<file path="config.mk">
export PLATFORM = sky130hd
export DESIGN_NAME = fft_twiddle_addr_gen_flat
export DESIGN_NICKNAME = d
export VERILOG_FILES = /design/src/rtl/fft_twiddle_addr_gen_if.sv /design/src/rtl/fft_twiddle_addr_gen.sv /design/src/flat_wrapper.sv
export SDC_FILE = /design/constraint.sdc
export NUM_CORES = 1
export LEC_CHECK = 0
export ABC_AREA = 0
export CAP_MARGIN = 20
export CORE_MARGIN = 4
export CORE_UTILIZATION = 41
export DETAILED_ROUTE_END_ITERATION = 6
export GPL_TIMING_DRIVEN = 0
export HOLD_SLACK_MARGIN = 0.1
export PLACE_DENSITY_LB_ADDON = 0.15
export SETUP_SLACK_MARGIN = 0.5
export SLEW_MARGIN = 20
export SYNTH_ARGS = -nofsm -noshare
export SYNTH_HDL_FRONTEND = slang
export SYNTH_SLANG_ARGS = --single-unit
</file>
<file path="constraint.sdc">
create_clock -name clk -period 6.97 [get_ports clk]
set_input_delay 2.091 -clock clk [delete_from_list [all_inputs] [get_ports clk]]
set_output_delay 2.091 -clock clk [all_outputs]
set_load 0.01 [all_outputs]
</file>
<file path="src/rtl/fft_twiddle_addr_gen_if.sv">
// Port bundle for fft_twiddle_addr_gen: stage-controller handshake, twiddle ROM port, output stream.
// FFT_TWG_INVERSE_EN adds the inverse select carried with start.
interface fft_twiddle_addr_gen_if #(
    parameter int unsigned LOG2N = 8,
    parameter int unsigned TW_W  = 32
);
    localparam int unsigned STG_W = $clog2(LOG2N);
    localparam int unsigned BF_W  = LOG2N - 1;

    logic             start;
    logic             busy;
    logic             done;
    logic [STG_W-1:0] rom_stage_idx;
    logic [LOG2N-1:0] rom_addr;
    logic [TW_W-1:0]  rom_twiddle;
    logic             tw_valid;
    logic             tw_ready;
    logic [TW_W-1:0]  tw_data;
    logic [STG_W-1:0] tw_stage;
    logic [BF_W-1:0]  tw_bfly;
`ifdef FFT_TWG_INVERSE_EN
    logic             inverse;
`endif

    // Sequencer side.
    modport slave (
        input  start,
        input  rom_twiddle,
        input  tw_ready,
`ifdef FFT_TWG_INVERSE_EN
        input  inverse,
`endif
        output busy,
        output done,
        output rom_stage_idx,
        output rom_addr,
        output tw_valid,
        output tw_data,
        output tw_stage,
        output tw_bfly
    );

    // Controller / ROM / datapath side.
    modport master (
        output start,
        output rom_twiddle,
        output tw_ready,
`ifdef FFT_TWG_INVERSE_EN
        output inverse,
`endif
        input  busy,
        input  done,
        input  rom_stage_idx,
        input  rom_addr,
        input  tw_valid,
        input  tw_data,
        input  tw_stage,
        input  tw_bfly
    );
endinterface

</file>
<file path="src/rtl/fft_twiddle_addr_gen.sv">
// Twiddle request sequencer for a radix-2 DIT FFT: walks stages x butterflies, reads the ROM,
// and streams tagged twiddles through a 2-entry buffer. FFT_TWG_INVERSE_EN enables conjugation.
module fft_twiddle_addr_gen #(
    parameter int unsigned N     = 256,
    parameter int unsigned LOG2N = 8,
    parameter int unsigned TW_W  = 32
) (
    input  logic                 clk,
    input  logic                 rst_n,
    fft_twiddle_addr_gen_if.slave tw_if
);
    localparam int unsigned STG_W = $clog2(LOG2N);
    localparam int unsigned BF_W  = LOG2N - 1;
    localparam int unsigned HALF  = TW_W / 2;
    localparam logic [STG_W-1:0] LAST_STG = STG_W'(LOG2N - 1);
    localparam logic [BF_W-1:0]  LAST_BF  = BF_W'(N / 2 - 1);

    typedef enum logic [1:0] {StIdle, StRun, StDrain, StDone} state_e;

    state_e           r_state;
    state_e           w_state_nxt;
    logic             w_clr;

    logic [STG_W-1:0] r_stg;
    logic [BF_W-1:0]  r_bf;
    logic [STG_W-1:0] r_stg_d;
    logic [BF_W-1:0]  r_bf_d;
    logic             r_inflight;

    logic [TW_W-1:0]  r_buf_data [2];
    logic [STG_W-1:0] r_buf_stg  [2];
    logic [BF_W-1:0]  r_buf_bf   [2];
    logic             r_wr_ptr;
    logic             r_rd_ptr;
    logic [1:0]       r_occ;

    logic [LOG2N-1:0] w_mask;
    logic [LOG2N-1:0] w_addr;
    logic [2:0]       w_level;
    logic             w_pop;
    logic             w_issue;
    logic             w_last;
    logic [1:0]       w_occ_nxt;
    logic [TW_W-1:0]  w_cap_data;

    // Twiddle index: low stg bits of bf, scaled up to the N-point table.
    always_comb begin
        w_mask = (LOG2N'(1) << r_stg) - LOG2N'(1);
        w_addr = ({1'b0, r_bf} & w_mask) << (LAST_STG - r_stg);
    end

    // occ + inflight never exceeds 2, so issuing only below 2 after the pop keeps the buffer safe.
    always_comb begin
        w_pop     = (r_occ != 2'd0) & tw_if.tw_ready;
        w_level   = {1'b0, r_occ} + {2'b00, r_inflight};
        w_issue   = (r_state == StRun) && ((w_level - {2'b00, w_pop}) < 3'd2);
        w_last    = w_issue && (r_stg == LAST_STG) && (r_bf == LAST_BF);
        w_occ_nxt = r_occ + {1'b0, r_inflight} - {1'b0, w_pop};
    end

    always_comb begin
        w_state_nxt = r_state;
        w_clr       = 1'b0;
        unique case (r_state)
            StIdle: begin
                if (tw_if.start) begin
                    w_state_nxt = StRun;
                    w_clr       = 1'b1;
                end
            end
            StRun: begin
                if (w_last) begin
                    w_state_nxt = StDrain;
                end
            end
            // Look at next-cycle occupancy so done follows the final handshake directly.
            StDrain: begin
                if (!r_inflight && (w_occ_nxt == 2'd0)) begin
                    w_state_nxt = StDone;
                end
            end
            StDone: begin
                w_state_nxt = StIdle;
            end
            default: begin
                w_state_nxt = StIdle;
            end
        endcase
    end

    always_ff @(posedge clk or negedge rst_n) begin
        if (!rst_n) begin
            r_state <= StIdle;
        end else begin
            r_state <= w_state_nxt;
        end
    end

    always_ff @(posedge clk or negedge rst_n) begin
        if (!rst_n) begin
            r_stg      <= '0;
            r_bf       <= '0;
            r_stg_d    <= '0;
            r_bf_d     <= '0;
            r_inflight <= 1'b0;
        end else begin
            if (w_clr) begin
                r_stg <= '0;
                r_bf  <= '0;
            end else if (w_issue) begin
                if (r_bf == LAST_BF) begin
                    r_bf  <= '0;
                    r_stg <= r_stg + STG_W'(1);
                end else begin
                    r_bf <= r_bf + BF_W'(1);
                end
            end
            r_inflight <= w_issue;
            if (w_issue) begin
                r_stg_d <= r_stg;
                r_bf_d  <= r_bf;
            end
        end
    end

`ifdef FFT_TWG_INVERSE_EN
    logic            r_inverse;
    logic [HALF-1:0] w_im;

    always_ff @(posedge clk or negedge rst_n) begin
        if (!rst_n) begin
            r_inverse <= 1'b0;
        end else if ((r_state == StIdle) && tw_if.start) begin
            r_inverse <= tw_if.inverse;
        end
    end

    // Conjugate: negate im, saturating the most negative value.
    always_comb begin
        w_im = tw_if.rom_twiddle[HALF-1:0];
        if (r_inverse) begin
            if (w_im == {1'b1, {(HALF-1){1'b0}}}) begin
                w_im = {1'b0, {(HALF-1){1'b1}}};
            end else begin
                w_im = HALF'(0) - w_im;
            end
        end
        w_cap_data = {tw_if.rom_twiddle[TW_W-1:HALF], w_im};
    end
`else
    assign w_cap_data = tw_if.rom_twiddle;
`endif

    always_ff @(posedge clk or negedge rst_n) begin
        if (!rst_n) begin
            for (int i = 0; i < 2; i++) begin
                r_buf_data[i] <= '0;
                r_buf_stg[i]  <= '0;
                r_buf_bf[i]   <= '0;
            end
            r_wr_ptr <= 1'b0;
            r_rd_ptr <= 1'b0;
            r_occ    <= 2'd0;
        end else begin
            if (r_inflight) begin
                r_buf_data[r_wr_ptr] <= w_cap_data;
                r_buf_stg[r_wr_ptr]  <= r_stg_d;
                r_buf_bf[r_wr_ptr]   <= r_bf_d;
                r_wr_ptr             <= ~r_wr_ptr;
            end
            if (w_pop) begin
                r_rd_ptr <= ~r_rd_ptr;
            end
            r_occ <= w_occ_nxt;
        end
    end

    assign tw_if.busy          = (r_state == StRun) || (r_state == StDrain);
    assign tw_if.done          = (r_state == StDone);
    assign tw_if.rom_stage_idx = r_stg;
    assign tw_if.rom_addr      = w_addr;
    assign tw_if.tw_valid      = (r_occ != 2'd0);
    assign tw_if.tw_data       = r_buf_data[r_rd_ptr];
    assign tw_if.tw_stage      = r_buf_stg[r_rd_ptr];
    assign tw_if.tw_bfly       = r_buf_bf[r_rd_ptr];
endmodule

</file>
<file path="src/flat_wrapper.sv">
// flat-port wrapper written by rule: the top's interface ports become plain ports
module fft_twiddle_addr_gen_flat 
#(
    parameter int unsigned N     = 256,
    parameter int unsigned LOG2N = 8,
    parameter int unsigned TW_W  = 32
)
  (clk, rst_n, tw_if_start, tw_if_rom_twiddle, tw_if_tw_ready, tw_if_busy, tw_if_done, tw_if_rom_stage_idx, tw_if_rom_addr, tw_if_tw_valid, tw_if_tw_data, tw_if_tw_stage, tw_if_tw_bfly);
  fft_twiddle_addr_gen_if #(.LOG2N(LOG2N), .TW_W(TW_W)) tw_if_i ();
  input  logic clk;
  input  logic rst_n;
  input wire logic [$bits(tw_if_i.start)-1:0] tw_if_start;
  input wire logic [$bits(tw_if_i.rom_twiddle)-1:0] tw_if_rom_twiddle;
  input wire logic [$bits(tw_if_i.tw_ready)-1:0] tw_if_tw_ready;
  output wire logic [$bits(tw_if_i.busy)-1:0] tw_if_busy;
  output wire logic [$bits(tw_if_i.done)-1:0] tw_if_done;
  output wire logic [$bits(tw_if_i.rom_stage_idx)-1:0] tw_if_rom_stage_idx;
  output wire logic [$bits(tw_if_i.rom_addr)-1:0] tw_if_rom_addr;
  output wire logic [$bits(tw_if_i.tw_valid)-1:0] tw_if_tw_valid;
  output wire logic [$bits(tw_if_i.tw_data)-1:0] tw_if_tw_data;
  output wire logic [$bits(tw_if_i.tw_stage)-1:0] tw_if_tw_stage;
  output wire logic [$bits(tw_if_i.tw_bfly)-1:0] tw_if_tw_bfly;
  assign tw_if_i.start = tw_if_start;
  assign tw_if_i.rom_twiddle = tw_if_rom_twiddle;
  assign tw_if_i.tw_ready = tw_if_tw_ready;
  assign tw_if_busy = tw_if_i.busy;
  assign tw_if_done = tw_if_i.done;
  assign tw_if_rom_stage_idx = tw_if_i.rom_stage_idx;
  assign tw_if_rom_addr = tw_if_i.rom_addr;
  assign tw_if_tw_valid = tw_if_i.tw_valid;
  assign tw_if_tw_data = tw_if_i.tw_data;
  assign tw_if_tw_stage = tw_if_i.tw_stage;
  assign tw_if_tw_bfly = tw_if_i.tw_bfly;
  fft_twiddle_addr_gen #(.N(N), .LOG2N(LOG2N), .TW_W(TW_W)) u_core (.clk(clk), .rst_n(rst_n), .tw_if(tw_if_i));
endmodule
</file>
# == Yosys cells after proc, flatten, opt, wreduce, memory -nomap -nowiden ==
# Index checks and enable logic that the tools add are counted.
# word_totals
regBits,111
wordCells,87
# classes
addsub,8
order_cmp,4
n_eq_ne,8
shift,2
muxes,30
bitwise,6
reduce_logical,14
# ops
operator,n
$mux W32,4
$bwmux W64,1
$mux W7,7
$demux W32 S1,1
$mux W3,7
$bwmux W14,1
$and A7 B8 Y8,1
$pmux W2 S4,1
$shl A1 B3 Y8 const A,1
$shl A8 B3 Y8,1
$sub A8 B2 Y8 const B,1
$add A7 B1 Y7 const B,1
$demux W7 S1,1
$eq A7 B7 Y1 const B,1
$bwmux W6,1
$mux W2,3
$reduce_bool A2 Y1,3
$logic_and A1 B1 Y1,5
$eq A2 B2 Y1 const B,2
$ge A2 B2 Y1 const B,2
$logic_not A2 Y1,2
$ne A2 B1 Y1 const B,2
$not A1 Y2,2
$add A2 B1 Y3,1
other kinds (18),20

# == Longest topological paths before layout ==
# Gate-level depths: netlist of the first run.
# depth
depth_word,9
depth_mapped,13
depth_no_buf,12

# == Least setup slack after synthesis of the first run ==
# OpenSTA, ideal clock, no wires.
# synth_timing
path_kind,in2reg
startpoint,input port tw_if_tw_ready
endpoint,register u_core.r_state[1]
setup_ps,128
arrival_time_ps,4506
setup_slack_ps,2336
path_stages,10
path_cell_list,and2_1 -> ha_1 -> inv_1 -> ha_1 -> fa_1 -> nand2b_1 -> nor4_4 -> nand2_1 -> a222oi_1 -> mux2_1
# synth_rtl
element,line,source
from (decl),flat_wrapper.sv:14,input wire logic [$bits(tw_if_i.tw_ready)-1:0] tw_if_tw_ready;
$and A1 B1 Y1,fft_twiddle_addr_gen.sv:54,w_pop = (r_occ != 2'd0) & tw_if.tw_ready;
$sub A2 B1 Y2,fft_twiddle_addr_gen.sv:58,"w_occ_nxt = r_occ + {1'b0, r_inflight} - {1'b0, w_pop};"
net u_core.w_occ_nxt[1],fft_twiddle_addr_gen.sv:43,logic [1:0] w_occ_nxt;
$logic_not A2 Y1,fft_twiddle_addr_gen.sv:78,if (!r_inflight && (w_occ_nxt == 2'd0)) begin
$logic_and A1 B1 Y1,fft_twiddle_addr_gen.sv:78,
$ne A2 B1 Y1 (no line),n/a,
$reduce_and A3 Y1 (no line),n/a,
to (signal assigned),fft_twiddle_addr_gen.sv:93,r_state <= StIdle;
to (signal assigned),fft_twiddle_addr_gen.sv:95,r_state <= w_state_nxt;
to (decl),fft_twiddle_addr_gen.sv:20,state_e r_state;
# The timed path passes the listed nets, and every way through them passes these cells.
# A chain may end at the register's enable or synchronous reset.

# == Worst setup path in the final report of the first run ==
# layout_timing
startpoint,register u_core.r_stg[1] (netlist: u_core.tw_if.rom_stage_idx[1])
endpoint,output port tw_if_rom_addr[6]
# layout_via
elab_chain_cells,4
# layout_rtl
element,line,source
from (decl),fft_twiddle_addr_gen.sv:24,logic [STG_W-1:0] r_stg;
from (signal assigned),fft_twiddle_addr_gen.sv:113,r_stg <= r_stg + STG_W'(1);
$shl A1 B3 Y8,fft_twiddle_addr_gen.sv:48,w_mask = (LOG2N'(1) << r_stg) - LOG2N'(1);
$sub A8 B2 Y8,fft_twiddle_addr_gen.sv:48,
$and A7 B8 Y8,fft_twiddle_addr_gen.sv:49,"w_addr = ({1'b0, r_bf} & w_mask) << (LAST_STG - r_stg);"
$shl A8 B3 Y8 (*),fft_twiddle_addr_gen.sv:49,
to (decl),flat_wrapper.sv:18,output wire logic [$bits(tw_if_i.rom_addr)-1:0] tw_if_rom_addr;
# Every way passes the cells marked *; elsewhere a longest branch is shown, timed or not.

==> out/metrics.yaml, run 1 <==
run:
  max_cap_violations: 0
power:
  power_frac_seq_pct: 34.9
  irDropWorstVdd_mv: 0.132
  p_switching_mw: 0.948
  power_frac_clock_pct: 19.7
  powerDensity_mw_per_mm2: 434
  p_total_mw: 2.98
  swShare_pct: 31.8
  p_leak_nw: 2.97
  p_int_mw: 2.03
  combPwrFrac_pct: 45.4
yosys:
  synthCells: 436
  synth_top_area_cell: "dfrtp_1"
  ys_ff_latch: 111
  synth.avg_cell_area_sq_um: 12.3
  ys_top_cells_by_area: "dfrtp_1 (52%), mux2_2 (27%), ha_1 (3.5%)"
  synth.distinct_cells: 45
  synth_fp_nets: 488
  synth_top_area_share_pct: 51.7
  ys_warn_count: 0
  synth_area_sq_mm: 0.00537
  ys_seq_area_share_pct: 51.7
placement:
  placement.io_buffers: 91
  gp_congestion: 0.824
  place_inst: 700
  place.detailed.hpwl_mm: 8.23
worst_setup_path:
  path_cells: "clkbuf_1 > inv_1 > ha_1 > clkbuf_1 > nand2b_1 > ha_1 > nand2b_1 > mux2_2 > o21ai_1 > a211oi_1 > a211oi_1 > clkdlybuf4s50_1"
  required_ns: 4.88
  regToRegSetupSlack_ns: 3.42
  crit_path_top_delay_cell: "clkdlybuf4s50_1"
  start_kind: "register"
  arrival_ns: 3.66
  path_max_fanout: 10
  crit_path_max_incr_delay_ns: 0.58
  end_kind: "output pin"
  worstSetupPathType: "register to output pin"
clocking:
  cts_setup_buffers: 0
  cts_root_buf: "clkbuf_16"
  cts_tree: "yes"
  cts_max_level: 3
  cts.repair.resized: 0
  insertion_delay_ns: 0.35
  cts_buffers: 9
  cts_hold_buf: 0
  cts.path.max_buffers: 2
  cts_sinks: 111
  cts.clk_slew.worst_paths_ns: 0.07
layout:
  drive_above_1_share_pct: 28.4
  fin_cells: 715
  antenna_cells: 0
  area_delta_synth_final_pct: 27.9
  nets: 591
grt:
  grt_pass1_vias: 3889
  grt_max_degree: 65
  grt-ovfl-total: 0
  grt.total_usage_pct: 16.5
  grt_pass1_wl_mm: 19.4
  antenna_found_initial: 0
timing:
  finalHoldViolations: 0
  relSlewSlack_pct: 52.1
  skew_ns: 0.00704
  maxSlewViolCount: 0
  rsz0062_at_grt: "no"
  fin_crit_ns: 5.75
  setup_viol: 0
  min_period_over_period_pct: 82.5
  max_freq_mhz: 174
  tightest_slew_ns: 0.718
detailed_routing:
  wirelength_mm: 11.6
  firstDrtPassIters: 4
  drtAntennaViolNets: 0
  vias: 3689
  routed_via_density: 5.16
  route.detailed.drc: 0
  wl_per_cell_um: 16.2
  drt-initial-drc-count: 163
die:
  chipWidth_um: 122
  initial_utilization_pct: 42.2
  fp.coreArea_sq_mm: 0.0127
  rows: 41
  ios: 92
  fp.dieH_um: 122
  die_area_sq_mm: 0.0150
status:
  status: "finished, final reports clean"
worst_hold_path:
  hold_path_class: "register to register"
synth_stat cells, drive strengths merged:
library cell / number
a311oi: 2
a222oi: 1
nand2: 39
clkinv: 2
inv: 9
dfrtp: 111
o22ai: 1
a21oi: 10
xor2: 5
nor3: 3
or4: 1
o21ai: 7
nor2: 22
a211oi: 6
buf: 9
o21bai: 1
nand3: 6
o31ai: 2
mux2i: 2
fa: 1
nor4: 1
and3: 3
or3: 1
clkbuf: 17
a22oi: 1
o311ai: 1
o31a: 1
or2: 2
and4: 1
mux2: 128
nor2b: 4
a31oi: 3
nand4: 4
o211a: 1
xnor2: 4
ha: 15
and2: 3
nand2b: 6
sequential cells by signal, indices dropped and copies added, names as in the netlist:
name and flops:
u_core.r_bf_d 7, u_core.r_inflight 1, u_core.r_buf_stg 6, u_core.r_bf 7, u_core.r_buf_bf 14, u_core.r_occ 2, u_core.r_buf_data 64, u_core.r_rd_ptr 1
u_core.r_stg_d 3, u_core.r_state 2, u_core.tw_if.rom_stage_idx 3, u_core.r_wr_ptr 1
cells in the final DEF (no fill, tap or decap), types with 2 or more instances in the layout:
cell type	count
nor3_1	3
ha_1	15
nor2b_1	4
nand4_1	3
xor2_1	5
o21ai_0	3
bufinv_16	3
mux2_2	127
clkbuf_1	17
buf_1	5
buf_2	4
xnor2_1	4
clkinv_1	2
o31ai_1	2
nand3_1	6
a31oi_1	3
nand2_1	39
and2_1	3
and3_1	2
a211oi_1	6
a21oi_1	10
a311oi_1	2
clkbuf_16	9
nor2_1	22
inv_1	8
nand2b_1	6
dfrtp_1	111
mux2i_1	2
clkdlybuf4s50_1	90
o21ai_1	4
metal layers:
layer,vias up,wire [um],track usage (%)
li1,1735,-,-
met1,1866,5120,21.3
met2,71,5680,27.3
met3,17,505,3.69
met4,0,246,5.95
met5,-,0,0
critical path, delay by kind of cell, from the launching register on:
family,cells,cell delay [ns]
adder cells (fa/ha/maj),2,0.42
AND/OR/NAND/NOR,2,0.28
AO/OA/AOI/OAI,3,0.54
multiplexers,1,0.29
buffers and inverters,4,1.35
flip-flops,1,0.45
logic make-up after synthesis:
kind of cell               synth area share, %
xor gates and xnor gates                  1.47
DFF                                       51.7
AOI/OAI and AO/OA                         4.47
muxes                                     27.2
buffers and inverters                     2.68
adders and majority gates                 3.86
and+or+nand+nor                           8.64
final timing paths:
| path | from | end | cells after the start |
|---|---|---|---|
| min | u_core.r_wr_ptr$_DFFE_PN0P_ | u_core.r_wr_ptr$_DFFE_PN0P_ | 1 |
| max in group asynchronous | rst_n | u_core.r_buf_bf[12]$_DFFE_PN0P_ | 2 |
| max reg2reg | u_core.r_occ[1]$_DFF_PN0_ | u_core.r_state[1]$_DFFE_PN0P_ | 11 |
| min in group asynchronous | rst_n | u_core.r_buf_data[43]$_DFFE_PN0P_ | 1 |
| max | u_core.tw_if.rom_stage_idx[1]$_DFFE_PN0P_ | tw_if_rom_addr[6] | 12 |
| min reg2reg | u_core.r_wr_ptr$_DFFE_PN0P_ | u_core.r_wr_ptr$_DFFE_PN0P_ | 1 |
per-stage QoR:
| step | cell area [sq um] | worst slack [ns] | TNS (ns) | utilization [%] | hold slack [ns] |
|---|---|---|---|---|---|
| floorplan | 5370 | 2.34 | 0 | - | 0.458 |
| global placement | 6500 | -0.344 | -37.10 | 51.1 | 0.477 |
| detailed placement | 6530 | 1.62 | 0 | 51.3 | 0.484 |
| CTS | 6870 | 1.20 | 0 | 54.0 | 0.496 |
| global route | 6870 | 0.875 | 0 | 54.0 | 0.516 |
| finish | 6870 | 1.22 | 0 | 54.0 | 0.494 |
power by group through the flow:
stage,Sequential [mW],Combinational (mW),Clock [mW]
after CTS,1.04,1.38,0.607
after global routing,1.07,1.48,0.632
after global placement,1.03,1.35,0
after detailed placement,1.05,1.37,0
final,1.04,1.35,0.589
after floorplan,1.01,0.854,0
final cells by class:
cell class                 count  area (sq um)
clock inverter                 5           104
clock buffer                  10           239
fill                        1151          5850
timing repair buffer          92           940
tap                          172           215
buffer                        26           103
inverter                      11          41.3
sequential                   111          2780
multi-input combinational    288          2450
Note: power is estimated with default switching activity, not from simulation.
==> inputs of run 2 (changes only) <==
==> constraint.sdc (replaced) <==
create_clock -name clk -period 5.2 [get_ports clk]
set_input_delay 1.56 -clock clk [delete_from_list [all_inputs] [get_ports clk]]
set_output_delay 1.56 -clock clk [all_outputs]
set_load 0.01 [all_outputs]
==> run 2 against run 1 <==
- cell area is 0.98% higher
- highest routed layer unchanged
- clock skew is essentially flat
- via count rose by 0.57%
- setup slack got worse by 0.54 ns
- final cell count is 0.56% higher
- die area is the same
- clock-buffer cell count unchanged
- largest power group unchanged
- critical path type unchanged
- sequential power rose by 34%
- combinational power is 35% higher
- routed wire length grew 1.5%
- clock power grew 34%
==> out/metrics.yaml, run 2 (same netlist as run 1, synthesis figures left out) <==
layout:
  final_cell_mix: "mux2_2 (127), dfrtp_1 (109), clkdlybuf4s50_1 (84), nand2_1 (39), nor2_1 (22)"
  nets: 595
  largest_register_ff_count: 64
  final_area_sq_mm: 0.00694
  largest_register: "u_core.r_buf_data"
  antenna_cells: 0
  area_delta_synth_final_pct: 29.1
  top_regs: "u_core.r_buf_data (64), u_core.r_buf_bf (14)"
  drive_above_1_share_pct: 31.8
  final_common_cell: "mux2_2"
  finish.utilization_pct: 54.5
  nFillCells: 1145
die:
  fp.coreArea_sq_mm: 0.0127
  ios: 92
  initial_utilization_pct: 42.2
  chipWidth_um: 122
  die_area_sq_mm: 0.0150
  rows: 41
  fp.dieH_um: 122
worst_setup_path:
  start_kind: "register"
  crit_path_max_incr_delay_ns: 0.42
  path_buf_inv: 4
  crit_path_top_delay_cell: "dfrtp_2"
  regToRegSetupSlack_ns: 1.64
  rr_worst_depth: 11
  rr_endpoint: "u_core.r_state[1]$_DFFE_PN0P_"
  arrival_ns: 2.96
  required_ns: 3.64
  path_cells: "buf_4 > inv_2 > ha_1 > clkbuf_4 > nand2b_1 > ha_1 > nand2b_1 > and3_1 > o31a_1 > o21ai_0 > a31oi_1 > dlygate4sd2_1"
  end_kind: "output pin"
  path_max_fanout: 10
  crit_family: "buffers and inverters"
  rr_startpoint: "u_core.r_occ[1]$_DFF_PN0_"
  worstSetupPathType: "register to output pin"
detailed_routing:
  dr_wl_met2_mm: 5.85
  firstDrtPassIters: 4
  drtAntennaViolNets: 0
  route.detailed.drc: 0
  wirelength_mm: 11.7
  highest_layer: "met4"
  drt-initial-drc-count: 197
  route.met3.wl_um: 509
  vias: 3710
  wl_met1_mm: 5.13
  wl_per_cell_um: 16.3
  routed_via_density: 5.16
timing:
  finalHoldViolations: 0
  max_freq_mhz: 221
  min_period_over_period_pct: 87.0
  rsz0062_at_grt: "no"
  relSlewSlack_pct: 52.2
  setup_viol: 0
  tightest_slew_ns: 0.717
  setup_tns_ns: 0
  fin_ws_ns: 0.678
  maxSlewViolCount: 0
  skew_ns: 0.00697
  fin_crit_ns: 4.52
worst_hold_path:
  hold_end: "u_core.r_wr_ptr$_DFFE_PN0P_"
  hold_path_class: "register to register"
  min-delay-start: "u_core.r_wr_ptr$_DFFE_PN0P_"
  worstHoldPathCells: 1
placement:
  post-place-ws_ns: 0.380
  place_area_sq_mm: 0.00653
  gp_congestion: 0.824
  place.detailed.hpwl_mm: 8.23
  placement.io_buffers: 91
clocking:
  insertion_delay_ns: 0.35
  cts_max_level: 3
  cts_root_buf: "clkbuf_16"
  cts_tree: "yes"
  cts_sinks: 111
  cts.path.max_buffers: 2
  cts.clk_slew.worst_paths_ns: 0.07
  cts_buffers: 9
grt:
  antenna_found_initial: 0
  grt-ovfl-total: 0
  grt_max_degree: 65
  grt_pass1_vias: 3900
  grt_pass1_wl_mm: 19.4
  grt.total_usage_pct: 16.5
run:
  max_cap_violations: 0
power:
  p_total_mw: 4.00
  p_leak_nw: 3.05
  powerDensity_mw_per_mm2: 576
  irDropWorstVdd_mv: 0.177
status:
  status: "finished, final reports clean"
==> run 2: area by class of cell <==
type	count	area (sq um)	area share, %
clock inverter	5	104	1.50
multi-input combinational	288	2480	35.8
inverter	11	43.8	0.631
timing repair buffer	96	962	13.9
tap	172	215	3.10
clock buffer	10	239	3.44
sequential	111	2780	40.1
buffer	26	113	1.62
==> run 2: stage by stage <==
stage / instances / hold WS, ns
2_1_floorplan: 436 / 0.458
3_3_place_gp: 699 / 0.477
3_5_place_dp: 700 / 0.484
4_1_cts: 715 / 0.496
5_1_grt: 719 / 0.516
6_report: 719 / 0.492
==> run 2: where the power goes <==
part | leakage, nW | internal [mW] | total [mW] | switching [mW]
sequential | 1.37 | 1.22 | 1.39 | 0.179
clock | 0.169 | 0.482 | 0.789 | 0.307
combinational | 1.51 | 1.03 | 1.82 | 0.786
==> run 2: worst register-to-register path: stages, from the launching register on <==
cell	delay, ns
dfrtp_1	0.40
or2_2	0.31
and2_1	0.19
ha_1	0.28
inv_1	0.04
ha_1	0.18
fa_1	0.47
nand2b_1	0.21
nor4_4	0.46
nand2_1	0.11
a222oi_1	0.42
mux2_1	0.37
==> run 2: repair_timing <==
item	in CTS	in global routing
pin swaps	0	2
resized for setup	17	11
endpoints found under the setup margin	7	3
hold buffers	0	0
setup buffers	0	4
==> run 2: routing by layer <==
layer / GRT usage [%] / vias to the layer above
met2: 27.3 / 79
met5: 0 / -
met4: 5.95 / 0
met1: 21.3 / 1874
li1: - / 1740
met3: 3.69 / 17
==> run 2: worst max path at each step <==
stage	startpoint	endpoint	cells past startpoint
after floorplan	tw_if_tw_ready	u_core.r_state[1]$_DFFE_PN0P_	10
after global placement	rst_n	u_core.r_buf_bf[12]$_DFFE_PN0P_	1
after detailed placement	u_core.tw_if.rom_stage_idx[1]$_DFFE_PN0P_	tw_if_rom_addr[6]	12
after CTS	u_core.tw_if.rom_stage_idx[1]$_DFFE_PN0P_	tw_if_rom_addr[4]	12
after global routing	u_core.tw_if.rom_stage_idx[1]$_DFFE_PN0P_	tw_if_rom_addr[5]	12
final	u_core.tw_if.rom_stage_idx[1]$_DFFE_PN0P_	tw_if_rom_addr[7]	12
==> inputs of run 3 (changes only) <==
--- a/config.mk
+++ b/config.mk
@@ -5,15 +5,15 @@
 export SDC_FILE = /design/constraint.sdc
 export NUM_CORES = 1
 export LEC_CHECK = 0
-export ABC_AREA = 0
 export CAP_MARGIN = 20
 export CORE_MARGIN = 4
 export CORE_UTILIZATION = 41
 export DETAILED_ROUTE_END_ITERATION = 6
 export GPL_TIMING_DRIVEN = 0
 export HOLD_SLACK_MARGIN = 0.1
-export PLACE_DENSITY_LB_ADDON = 0.15
+export PLACE_DENSITY = 0.67
 export SETUP_SLACK_MARGIN = 0.5
+export SKIP_LAST_GASP = 1
 export SLEW_MARGIN = 20
 export SYNTH_ARGS = -nofsm -noshare
 export SYNTH_HDL_FRONTEND = slang
==> run 3 against run 2 <==
- via count down 1.0%
- setup slack worse by 0.080 ns
- largest power group unchanged
- highest routed layer unchanged
- first-iteration DRC count up 5.1%
- sequential share of layout area up 0.43 points
- critical endpoint is now tw_if_rom_addr[2]
- sequential power about the same
- combinational power about the same
==> out/metrics.yaml, run 3 (same netlist as run 1, synthesis figures left out) <==
clocking:
  insertion_delay_ns: 0.35
  cts_buffers: 9
  cts_max_level: 3
  cts.path.max_buffers: 2
  cts.clk_slew.worst_paths_ns: 0.07
  cts_root_buf: "clkbuf_16"
  cts_sinks: 111
  cts_tree: "yes"
  cts_hold_buf: 0
timing:
  max_freq_mhz: 217
  relSlewSlack_pct: 52.8
  skew_ns: 0.00623
  whs_ns: 0.496
  fin_crit_ns: 4.60
  setup_viol: 0
  maxSlewViolCount: 0
  min_period_over_period_pct: 88.5
  fin_ws_ns: 0.598
  finalHoldViolations: 0
  setup_tns_ns: 0
  tightest_slew_ns: 0.708
  rsz0062_at_grt: "yes"
detailed_routing:
  routed_via_density: 5.12
  drtAntennaViolNets: 0
  firstDrtPassIters: 4
  wl_per_cell_um: 16.0
  wirelength_mm: 11.5
  vias: 3673
  route.detailed.drc: 0
  drt-initial-drc-count: 207
power:
  p_leak_nw: 3.00
  powerDensity_mw_per_mm2: 562
  p_total_mw: 3.85
  irDropWorstVdd_mv: 0.192
worst_setup_path:
  arrival_ns: 3.04
  worstSetupPathDepth: 12
  required_ns: 3.64
  rr_worst_depth: 11
  regToRegSetupSlack_ns: 1.65
  end_kind: "output pin"
  path_cells: "buf_4 > inv_2 > ha_1 > clkbuf_4 > nand2b_1 > ha_1 > nand2b_1 > mux2_2 > o21ai_2 > a21oi_1 > nor2_1 > clkdlybuf4s50_1"
  rr_startpoint: "u_core.r_occ[1]$_DFF_PN0_"
  endpoint: "tw_if_rom_addr[2]"
  crit_family: "buffers and inverters"
  crit_path_max_incr_delay_ns: 0.54
  start_kind: "register"
  crit_start: "u_core.tw_if.rom_stage_idx[1]$_DFFE_PN0P_"
  worstSetupPathType: "register to output pin"
  crit_path_top_delay_cell: "clkdlybuf4s50_1"
  rr_endpoint: "u_core.r_state[1]$_DFFE_PN0P_"
  path_max_fanout: 10
  path_buf_inv: 4
layout:
  finish.utilization_pct: 53.9
  final_common_cell: "mux2_2"
  drive_above_1_share_pct: 31.0
  top_regs: "u_core.r_buf_data (64), u_core.r_buf_bf (14)"
  largest_register_ff_count: 64
  antenna_cells: 0
  nFillCells: 1155
  area_delta_synth_final_pct: 27.7
  nets: 593
  largest_register: "u_core.r_buf_data"
  final_cell_mix: "mux2_2 (127), dfrtp_1 (110), clkdlybuf4s50_1 (85), nand2_1 (39), nor2_1 (22)"
  fin_cells: 718
  final_area_sq_mm: 0.00686
placement:
  post-place-ws_ns: 0.373
  gp_congestion: 0.826
  place_area_sq_mm: 0.00653
  place.detailed.hpwl_mm: 8.20
  place_inst: 700
  placement.io_buffers: 91
status:
  status: "finished, final reports clean"
grt:
  antenna_found_initial: 0
  grt_pass1_vias: 3817
  grt_pass1_wl_mm: 19.0
  grt-ovfl-total: 0
  grt_max_degree: 82
  grt.total_usage_pct: 16.0
die:
  fp.dieH_um: 122
  initial_utilization_pct: 42.2
  rows: 41
  die_area_sq_mm: 0.0150
  fp.coreArea_sq_mm: 0.0127
  chipWidth_um: 122
  ios: 92
run:
  max_cap_violations: 0
worst_hold_path:
  hold_path_class: "register to register"
==> run 3: area by class of cell <==
class	count	area (sq um)	area share [%]
repair buffers	94	952	13.9
flip-flops and latches	111	2780	40.5
clock buffers	11	243	3.54
inverters	11	43.8	0.638
clock inverters	5	42.5	0.620
plain buffers	26	113	1.64
multi-input cells	288	2470	36.1
well taps	172	215	3.14
==> run 3: worst min path at each step <==
| stage | slack (ns) | end | startpoint | cells after the start |
|---|---|---|---|---|
| detailed placement | 0.48 | u_core.r_wr_ptr$_DFFE_PN0P_ | u_core.r_wr_ptr$_DFFE_PN0P_ | 1 |
| floorplan | 0.46 | u_core.r_bf_d[0]$_DFFE_PN0P_ | u_core.r_bf_d[0]$_DFFE_PN0P_ | 2 |
| finish | 0.50 | u_core.r_wr_ptr$_DFFE_PN0P_ | u_core.r_wr_ptr$_DFFE_PN0P_ | 1 |
| CTS | 0.50 | u_core.r_wr_ptr$_DFFE_PN0P_ | u_core.r_wr_ptr$_DFFE_PN0P_ | 1 |
| global route | 0.51 | u_core.r_wr_ptr$_DFFE_PN0P_ | u_core.r_wr_ptr$_DFFE_PN0P_ | 1 |
| global placement | 0.48 | u_core.r_wr_ptr$_DFFE_PN0P_ | u_core.r_wr_ptr$_DFFE_PN0P_ | 1 |
==> run 3: metal layers <==
layer	vias to the layer above	track usage (%)	share of wire (%)
met1	1844	20.0	43
met4	0	3.64	0.64
li1	1735	-	-
met2	88	27.2	50
met3	6	5.16	6.6
met5	-	0	0
==> run 3: repair_timing <==
item,4_1_cts,5_1_grt
pin swaps,0,2
setup buffers,2,0
resized for setup,15,8
hold endpoints to repair,0,0
endpoints found under the setup margin,7,4
==> run 3: report_power, final <==
group	switching, mW	internal (mW)	leakage [nW]
clock network	0.308	0.342	0.136
registers	0.178	1.22	1.37
logic	0.781	1.03	1.49
total	1.27	2.59	3.00
